===== config.mk =====
export PLATFORM = sky130hd
export DESIGN_NAME = alu_exec_unit
export DESIGN_NICKNAME = d
export VERILOG_FILES = /design/src/rtl/alu_pkg.sv /design/src/rtl/alu_op_decoder.sv /design/src/rtl/alu_exec_unit.sv
export SDC_FILE = /design/constraint.sdc
export NUM_CORES = 1
export LEC_CHECK = 0
export CAP_MARGIN = 10
export CELL_PAD_IN_SITES_DETAIL_PLACEMENT = 0
export CELL_PAD_IN_SITES_GLOBAL_PLACEMENT = 1
export CORE_MARGIN = 8
export CORE_UTILIZATION = 33
export CTS_BUF_LIST = sky130_fd_sc_hd__clkbuf_8
export DETAILED_ROUTE_END_ITERATION = 16
export PLACE_DENSITY_LB_ADDON = 0.1
export SETUP_SLACK_MARGIN = 0.4
export SLEW_MARGIN = 25
export SYNTH_ARGS = -nofsm -noshare
export SYNTH_HDL_FRONTEND = slang
export SYNTH_SLANG_ARGS = --single-unit

===== constraint.sdc =====
create_clock -name clk -period 5.6 [get_ports clk]
set_input_delay 1.12 -clock clk [delete_from_list [all_inputs] [get_ports clk]]
set_output_delay 1.12 -clock clk [all_outputs]
set_load 0.05 [all_outputs]

===== src/rtl/alu_pkg.sv =====
// rtl/alu_pkg.sv - shared encodings for the execute stage: alu_op, ALU operation codes, funct3.
package alu_pkg;

  typedef enum logic [1:0] {
    ALUOP_MEM    = 2'b00,
    ALUOP_BRANCH = 2'b01,
    ALUOP_RTYPE  = 2'b10,
    ALUOP_ADD    = 2'b11
  } alu_op_e;

  localparam logic [3:0] ALU_AND  = 4'b0000;
  localparam logic [3:0] ALU_OR   = 4'b0001;
  localparam logic [3:0] ALU_ADD  = 4'b0010;
  localparam logic [3:0] ALU_XOR  = 4'b0011;
  localparam logic [3:0] ALU_SLL  = 4'b0100;
  localparam logic [3:0] ALU_SRL  = 4'b0101;
  localparam logic [3:0] ALU_SUB  = 4'b0110;
  localparam logic [3:0] ALU_SLT  = 4'b0111;
  localparam logic [3:0] ALU_SRA  = 4'b1000;
  localparam logic [3:0] ALU_SLTU = 4'b1001;

  localparam logic [2:0] F3_ADD_SUB = 3'b000;
  localparam logic [2:0] F3_SLL     = 3'b001;
  localparam logic [2:0] F3_SLT     = 3'b010;
  localparam logic [2:0] F3_SLTU    = 3'b011;
  localparam logic [2:0] F3_XOR     = 3'b100;
  localparam logic [2:0] F3_SR      = 3'b101;
  localparam logic [2:0] F3_OR      = 3'b110;
  localparam logic [2:0] F3_AND     = 3'b111;

endpackage


===== src/rtl/alu_op_decoder.sv =====
// rtl/alu_op_decoder.sv - combinational alu_op/funct7/funct3 to ALU operation decode.
// ALU_SHIFT_EN: decode SLL/SRL/SRA; otherwise funct3 001/101 fall back to ADD.
module alu_op_decoder
  import alu_pkg::*;
(
  input  logic [1:0] alu_op,
  input  logic [6:0] funct7,
  input  logic [2:0] funct3,
  output logic [3:0] alu_ctrl
);

  // Only funct7[5] distinguishes SUB/SRA from ADD/SRL.
  logic unused_funct7;
  assign unused_funct7 = ^{funct7[6], funct7[4:0]};

  always_comb begin
    alu_ctrl = ALU_ADD;
    case (alu_op)
      ALUOP_MEM:    alu_ctrl = ALU_ADD;
      ALUOP_BRANCH: alu_ctrl = ALU_SUB;
      ALUOP_RTYPE: begin
        case (funct3)
          F3_ADD_SUB: alu_ctrl = funct7[5] ? ALU_SUB : ALU_ADD;
          F3_AND:     alu_ctrl = ALU_AND;
          F3_OR:      alu_ctrl = ALU_OR;
          F3_XOR:     alu_ctrl = ALU_XOR;
          F3_SLT:     alu_ctrl = ALU_SLT;
          F3_SLTU:    alu_ctrl = ALU_SLTU;
`ifdef ALU_SHIFT_EN
          F3_SLL:     alu_ctrl = ALU_SLL;
          F3_SR:      alu_ctrl = funct7[5] ? ALU_SRA : ALU_SRL;
`endif
          default:    alu_ctrl = ALU_ADD;
        endcase
      end
      default:      alu_ctrl = ALU_ADD;
    endcase
  end

endmodule


===== src/rtl/alu_exec_unit.sv =====
// rtl/alu_exec_unit.sv - registered execute stage: decode, 64-bit ALU, branch select.
// ALU_SHIFT_EN: include the SLL/SRL/SRA shifter.
module alu_exec_unit
  import alu_pkg::*;
#(
  parameter int WIDTH = 64
) (
  input  logic             clk,
  input  logic             reset,
  input  logic [1:0]       alu_op,
  input  logic [6:0]       funct7,
  input  logic [2:0]       funct3,
  input  logic             branch,
  input  logic [WIDTH-1:0] input1,
  input  logic [WIDTH-1:0] input2,
  output logic [3:0]       alu_ctrl,
  output logic [WIDTH-1:0] result,
  output logic             zero,
  output logic             overflow,
  output logic [WIDTH:0]   r,
  output logic             pc_src
);

  logic [3:0]       ctrl_next;
  logic             is_sub;
  logic [WIDTH-1:0] b_op;
  logic [WIDTH:0]   add_full;
  logic [WIDTH-1:0] sum;
  logic             add_ovf;
  logic [WIDTH-1:0] result_next;
  logic             ovf_next;
  logic [WIDTH:0]   r_next;
  logic             zero_next;

  alu_op_decoder u_decoder (
    .alu_op   (alu_op),
    .funct7   (funct7),
    .funct3   (funct3),
    .alu_ctrl (ctrl_next)
  );

  // One adder serves ADD and SUB; SUB inverts input2 and injects the +1 as carry-in.
  assign is_sub   = (ctrl_next == ALU_SUB);
  assign b_op     = is_sub ? ~input2 : input2;
  assign add_full = {1'b0, input1} + {1'b0, b_op} + {{WIDTH{1'b0}}, is_sub};
  assign sum      = add_full[WIDTH-1:0];
  assign add_ovf  = (input1[WIDTH-1] == b_op[WIDTH-1]) && (sum[WIDTH-1] != input1[WIDTH-1]);

`ifdef ALU_SHIFT_EN
  logic [5:0] shamt;
  assign shamt = input2[5:0];
`endif

  always_comb begin
    result_next = '0;
    ovf_next    = 1'b0;
    case (ctrl_next)
      ALU_AND:  result_next = input1 & input2;
      ALU_OR:   result_next = input1 | input2;
      ALU_XOR:  result_next = input1 ^ input2;
      ALU_ADD,
      ALU_SUB: begin
        result_next = sum;
        ovf_next    = add_ovf;
      end
      ALU_SLT:  result_next = {{(WIDTH-1){1'b0}}, ($signed(input1) < $signed(input2))};
      ALU_SLTU: result_next = {{(WIDTH-1){1'b0}}, (input1 < input2)};
`ifdef ALU_SHIFT_EN
      ALU_SLL:  result_next = input1 << shamt;
      ALU_SRL:  result_next = input1 >> shamt;
      ALU_SRA:  result_next = $signed(input1) >>> shamt;
`endif
      default:  result_next = '0;
    endcase
  end

  always_comb begin
    r_next = {1'b0, result_next};
    if (ctrl_next == ALU_ADD || ctrl_next == ALU_SUB) begin
      r_next = add_full;
    end
  end

  assign zero_next = (result_next == '0);

  always_ff @(posedge clk or posedge reset) begin
    if (reset) begin
      alu_ctrl <= '0;
      result   <= '0;
      zero     <= 1'b0;
      overflow <= 1'b0;
      r        <= '0;
      pc_src   <= 1'b0;
    end else begin
      alu_ctrl <= ctrl_next;
      result   <= result_next;
      zero     <= zero_next;
      overflow <= ovf_next;
      r        <= r_next;
      pc_src   <= branch & zero_next;
    end
  end

endmodule


Word level (Yosys, flattened, before mapping):

Cells that the tools add are included.

* mux-type cells: 7
* bitwise logic cells: 5
* equality and inequality tests: 15
* shift operators: 0
* div/mod/pow operators: 0
* $lt $le $gt $ge: 2
* multipliers: 0
* reductions and logical operators: 6
* add/sub/neg operators: 2

Operator list (count)
* 64-bit case mux with 6 select lines: 1
* 64-bit less-than comparator: 2
* 64-bit by 64-bit adder with 65-bit output: 1
* 65-bit by 1-bit adder with 65-bit output: 1
* 65-bit 2-to-1 mux: 1
* 64-bit bitwise AND: 1
* 64-bit zero test: 1
* 64-bit 2-to-1 mux: 1
* 64-bit inverter: 1
* 64-bit OR: 1
* 64-bit bitwise XOR: 1
* 4-bit case mux with 6 select lines: 1
* 3-bit equality test, second input constant: 3
* 4-bit by 2-bit equality test with 1-bit output, second input constant: 2
* 4-bit by 3-bit equality test with 1-bit output, second input constant: 2
* 4-bit case mux with 2 select lines: 1
* 3-bit by 2-bit equality test with 1-bit output, second input constant: 2
* 4-bit by 1-bit equality test with 1-bit output, second input constant: 1
* 4-bit equality test, second input constant: 1
* 4-bit zero test: 1
* 3-bit zero test: 1
* 3-bit 2-to-1 mux: 1
* 2-bit by 1-bit equality test with 1-bit output, second input constant: 1
* 2-bit equality test, second input constant: 1
* 7 further kinds: 7

* input bits: 143
* latch bits: 0
* ROM bits: 0
* bits in writable memories: 0
* output and inout port bits: 136
* word-level logic and storage cells: 43
* memories: 0
* bits in registers: 136

Logic depth before layout (Yosys ltp):

* depth after elaboration: 10
* depth in mapped cells: 22
* depth with buffers taken out: 20

Cells and area by module:

A second synthesis with hierarchy kept.

* cells, all modules: 1771
* area, all modules: 14535.2 sq um

Modules (own cells, without submodules)
* alu_exec_unit: sequential area each 3403.3 sq um, cells each 1756, times used 1, area an instance 14417.6 sq um
* alu_op_decoder: sequential area each 0.0 sq um, cells each 15, times used 1, area an instance 117.6 sq um

Worst setup path before layout:

Ideal clock, no wire load.

* path type: input -> register
* start: input alu_op[0]
* end: register pc_src
* setup time: 96 ps
* arrival time: 6435 ps
* data required time: 5504 ps
* buffers on the path: 4
* stages: 22
* setup slack: -931 ps
* cells stage by stage: inv_1 > ha_1 > or2_2 > o22a_1 > clkbuf_1 > clkbuf_1 > nand2_1 > clkbuf_1 > xnor2_1 > ha_1 > clkbuf_1 > nand2_1 > nor4_1 > nand2_1 > nor4b_4 > a311o_4 > mux2i_1 > nand3_1 > or4b_2 > nor4_1 > nand4b_1 > nor4_2

* cells in the longest elaborated chain, start to end: 9
* elaborated cells between the ends (all ways): 17
* those cells by class: add/sub: 2; eq/ne: 8; mux: 3; bitwise: 1; reduce/logical: 3

RTL lines
* start: declaration: line alu_exec_unit.sv:10 `input logic [1:0] alu_op,`
* 2-bit equality test or 2-bit by 1-bit equality test with 1-bit output (tied branches): line alu_op_decoder.sv:18 `case (alu_op)`
* 4-bit case mux with 2 select lines *: line alu_op_decoder.sv:18
* 4-bit by 3-bit equality test with 1-bit output: line alu_exec_unit.sv:43, alu_exec_unit.sv:57
* 64-bit 2-to-1 mux: line alu_exec_unit.sv:44 `assign b_op = is_sub ? ~input2 : input2;`
* 64-bit by 64-bit adder with 65-bit output: line alu_exec_unit.sv:45 `assign add_full = {1'b0, input1} + {1'b0, b_op} + {{WIDTH{1'b0}}, is_sub};`
* 65-bit by 1-bit adder with 65-bit output: line alu_exec_unit.sv:45
* 64-bit case mux with 6 select lines *: line alu_exec_unit.sv:57 `case (ctrl_next)`
* via result_next[47]: line alu_exec_unit.sv:30 `logic [WIDTH-1:0] result_next;`
* 64-bit zero test *: line alu_exec_unit.sv:84 `assign zero_next = (result_next == '0);`
* 1-bit bitwise AND *: line alu_exec_unit.sv:100 `pc_src <= branch & zero_next;`
* end signal: assignment: line alu_exec_unit.sv:100
* end: declaration: line alu_exec_unit.sv:21 `output logic pc_src`

Mark *: on every way through the listed nets, which the timed path passes. The rest lies on a longest branch.

Worst setup path in the final report:

* start: input alu_op[0]
* end: register pc_src

* cells in the longest elaborated chain, start to end: 9
* elaborated cells between the ends (all ways): 17
* those cells by class: add/sub: 2; eq/ne: 8; mux: 3; bitwise: 1; reduce/logical: 3

RTL lines
* 2-bit equality test or 2-bit by 1-bit equality test with 1-bit output (tied branches): line alu_op_decoder.sv:18
* 4-bit case mux with 2 select lines *: line alu_op_decoder.sv:18
* via ctrl_next[2]: line alu_exec_unit.sv:24 `logic [3:0] ctrl_next;`
* 4-bit by 3-bit equality test with 1-bit output: line alu_exec_unit.sv:43, alu_exec_unit.sv:57
* 64-bit 2-to-1 mux: line alu_exec_unit.sv:44
* 64-bit by 64-bit adder with 65-bit output: line alu_exec_unit.sv:45
* 65-bit by 1-bit adder with 65-bit output: line alu_exec_unit.sv:45
* 64-bit case mux with 6 select lines *: line alu_exec_unit.sv:57
* via result_next[45]: line alu_exec_unit.sv:30
* 64-bit zero test *: line alu_exec_unit.sv:84
* 1-bit bitwise AND *: line alu_exec_unit.sv:100

Marks and branches as above.

==> results.cfg <==
[status]
status = completed

[power_and_ir_drop]
power.static_leakage_nw = 11.82
power.total_mw = 6.845
ir_drop_mv = 0.2204
powerDensity_mw_per_mm2 = 283.4

[die]
dieArea_mm2 = 0.05216
die_x_um = 228.4
start_util = 0.3309
rows = 78
die_y_um = 228.4
core-area_mm2 = 0.04499
io_pins = 279

[yosys]
syn_avg_cell_area_um2 = 8.215
async_flop_share = 1.000
synth_most_common_cell = ha_1
ys_top_cells_by_area = dfrtp_1 23%, ha_1 22%, xnor2_1 5.0%
synth_common_cells = 258 x ha_1, 176 x inv_1, 142 x nor2_1
yosysTopAreaCell = dfrtp_1
synth_nets = 2214
synth.lib_cells_used.distinct = 96
synth_seq_cells = 136
synth-main-ff-cell = dfrtp_1
synth_top_area_share = 0.2286
ys.warnings.count = 0
synth_area_mm2 = 0.01489
syn_inst = 1812
synth_edf_count = 0
yosysSeqAreaShare = 0.2286

[timing]
maxSlewHeadroom = 0.4202
finalHoldWorstSlack_ps = 1065
min_period_over_period = 0.9747
final_hold_viol_count = 0
fmax_mhz = 183.2
tightest_slew_ps = 867.8
grt_setup_unrepaired = yes
fin_tns_setup_ps = 0
period_minus_slack_ps = 5458
setup_viol = 0
slew_violations = 0

[grt]
grt_util_all_layers = 0.2672
grt_max_degree = 100
grt_pass1_vias = 17780
grt_pass1_wl_um = 107500
grt_overflow = 0
antenna_found_initial = 2

[setup_path]
crit_path_end_kind = flip-flop
cpMaxStageDelayCell = or4b_4
crit_arrival_ps = 5930
cp_slowest_stage_delay_ps = 550
crit_top_cell = buf_4
crit_type = in -> reg
start_kind = primary input
critPathBufInv = 11
crit_family = simple AND/OR/NAND/NOR gates
crit_required_ps = 6070
path_max_fanout = 8

[drt]
detail-route-antenna-nets = 0
viasPerCell = 5.229
routedWlPerCell_um = 21.58
drt-pass1-iter-count = 7
drt_wl_total_um = 70890
drc_errors = 0
drtIter0Drc = 1207
num_vias = 17180

[hold_path]
whs_endpoint = alu_ctrl[3]
hold_depth = 4
hp-start = alu_op[1]
hold_class = in -> reg

[finish]
regArea_mm2 = 0.003403
drive_gt1_frac = 0.3127
fin_area_mm2 = 0.02415
final.fill_count = 4352
multi_input_area_mm2 = 0.01108
areaGrowthSynthToFinish_pct = 62.26
fin_nets = 3072

[clocking]
ctsHoldBuffers = 0
clk_pin_slew_ps = 90
cts.path.max_buffers = 2
cts_root_buffer = clkbuf_8
cts_tree = done
numCtsBuffers = 17
clkSinkCount = 136
htreeDepth = 4

[placement]
dp_hpwl_um = 59410
placed_cell_area_mm2 = 0.02279
io_buffers = 272
routabilityCongestion = 0.9334

[run]
cap_violations = 0
[registers in the layout, indices dropped and copies added, names as in the netlist]
signal / cells
overflow: 1
alu_ctrl: 4
result: 64
pc_src: 1
r: 65
zero: 1
[per-layer routing]
metal  vias up  part of all wire  global-route usage  wire, um
met5         -           0.00030                   0        21
met4         2             0.020             0.07339      1415
met3        70             0.051             0.04716      3600
met2       453              0.45              0.4222     31770
met1      8390              0.48              0.3707     34080
li1       8262                 -                   -         -
[worst max path at each step]
stage	slack, ps	cells after the start	from	to
5_1_grt	-4	26	alu_op[0]	pc_src
4_1_cts	240	23	alu_op[0]	pc_src
3_5_place_dp	-1190	24	alu_op[0]	pc_src
2_1_floorplan	-70	20	alu_op[1]	pc_src
6_report	140	26	alu_op[0]	pc_src
3_3_place_gp	-1070	24	alu_op[0]	pc_src
[kinds of logic (layout without fill, tap and decap cells)]
logic type,after synthesis,in the layout,synth area share
AND/OR/NAND/NOR,513,513,0.1763
buffers and inverters,265,1136,0.07245
flip-flops,136,136,0.2286
adder cells (fa/ha/maj),259,259,0.2182
XOR/XNOR,99,99,0.05825
other,0,2,0
multiplexers,10,10,0.006809
AO/OA/AOI/OAI,530,530,0.2393
[placed cells by master (no fill, tap or decap), types with 8 or more instances in the layout]
cell type	count
a211oi_1	15
a21o_1	42
a21oi_1	97
a21oi_2	24
a221o_1	15
a221oi_1	46
and2_1	8
and3_1	9
and4_1	12
buf_12	8
buf_4	637
clkbuf_8	18
clkdlybuf4s50_1	266
dfrtp_1	136
ha_1	244
ha_2	11
inv_1	174
mux2i_1	8
nand2_1	117
nand2b_1	12
nand3_1	35
nand4_1	49
nor2_1	138
nor3_1	30
nor4_1	8
o211ai_1	17
o21a_1	14
o21ai_0	104
o21ai_1	23
o21ai_2	8
o21bai_1	13
o311ai_0	9
o31ai_1	12
or4_1	16
xnor2_1	80
xor2_1	14
[repair_timing]
item | 4_1_cts | 5_1_grt
resized for setup | 139 | 30
cloned | 1 | 0
setup endpoints to repair | 13 | 5
buffers inserted | 41 | 0
pin swaps | 51 | 11
[power by group]
part	internal (mW)	total, mW	switching (mW)
registers	1.24	1.33	0.0888
clock network	0.463	0.954	0.492
logic	1.90	4.57	2.67
[final cells by class]
cell class	count	share of cell area
clock buffers	18	0.01026
inverters	177	0.02792
diodes	2	0.0002072
repair buffers	927	0.3231
multi-input cells	1411	0.4588
clock inverters	14	0.007719
flip-flops and latches	136	0.1409
well taps	600	0.03108
[through the flow]
step | utilization | instances | worst slack [ps]
2_1_floorplan | - | 1812 | -69.05
3_3_place_gp | 0.5065 | 3209 | -1068
3_5_place_dp | 0.5065 | 3209 | -1188
4_1_cts | 0.5336 | 3283 | 241.3
5_1_grt | 0.5367 | 3283 | -4.271
6_report | 0.5368 | 3285 | 141.9
Note: power is estimated with default switching activity, not from simulation.
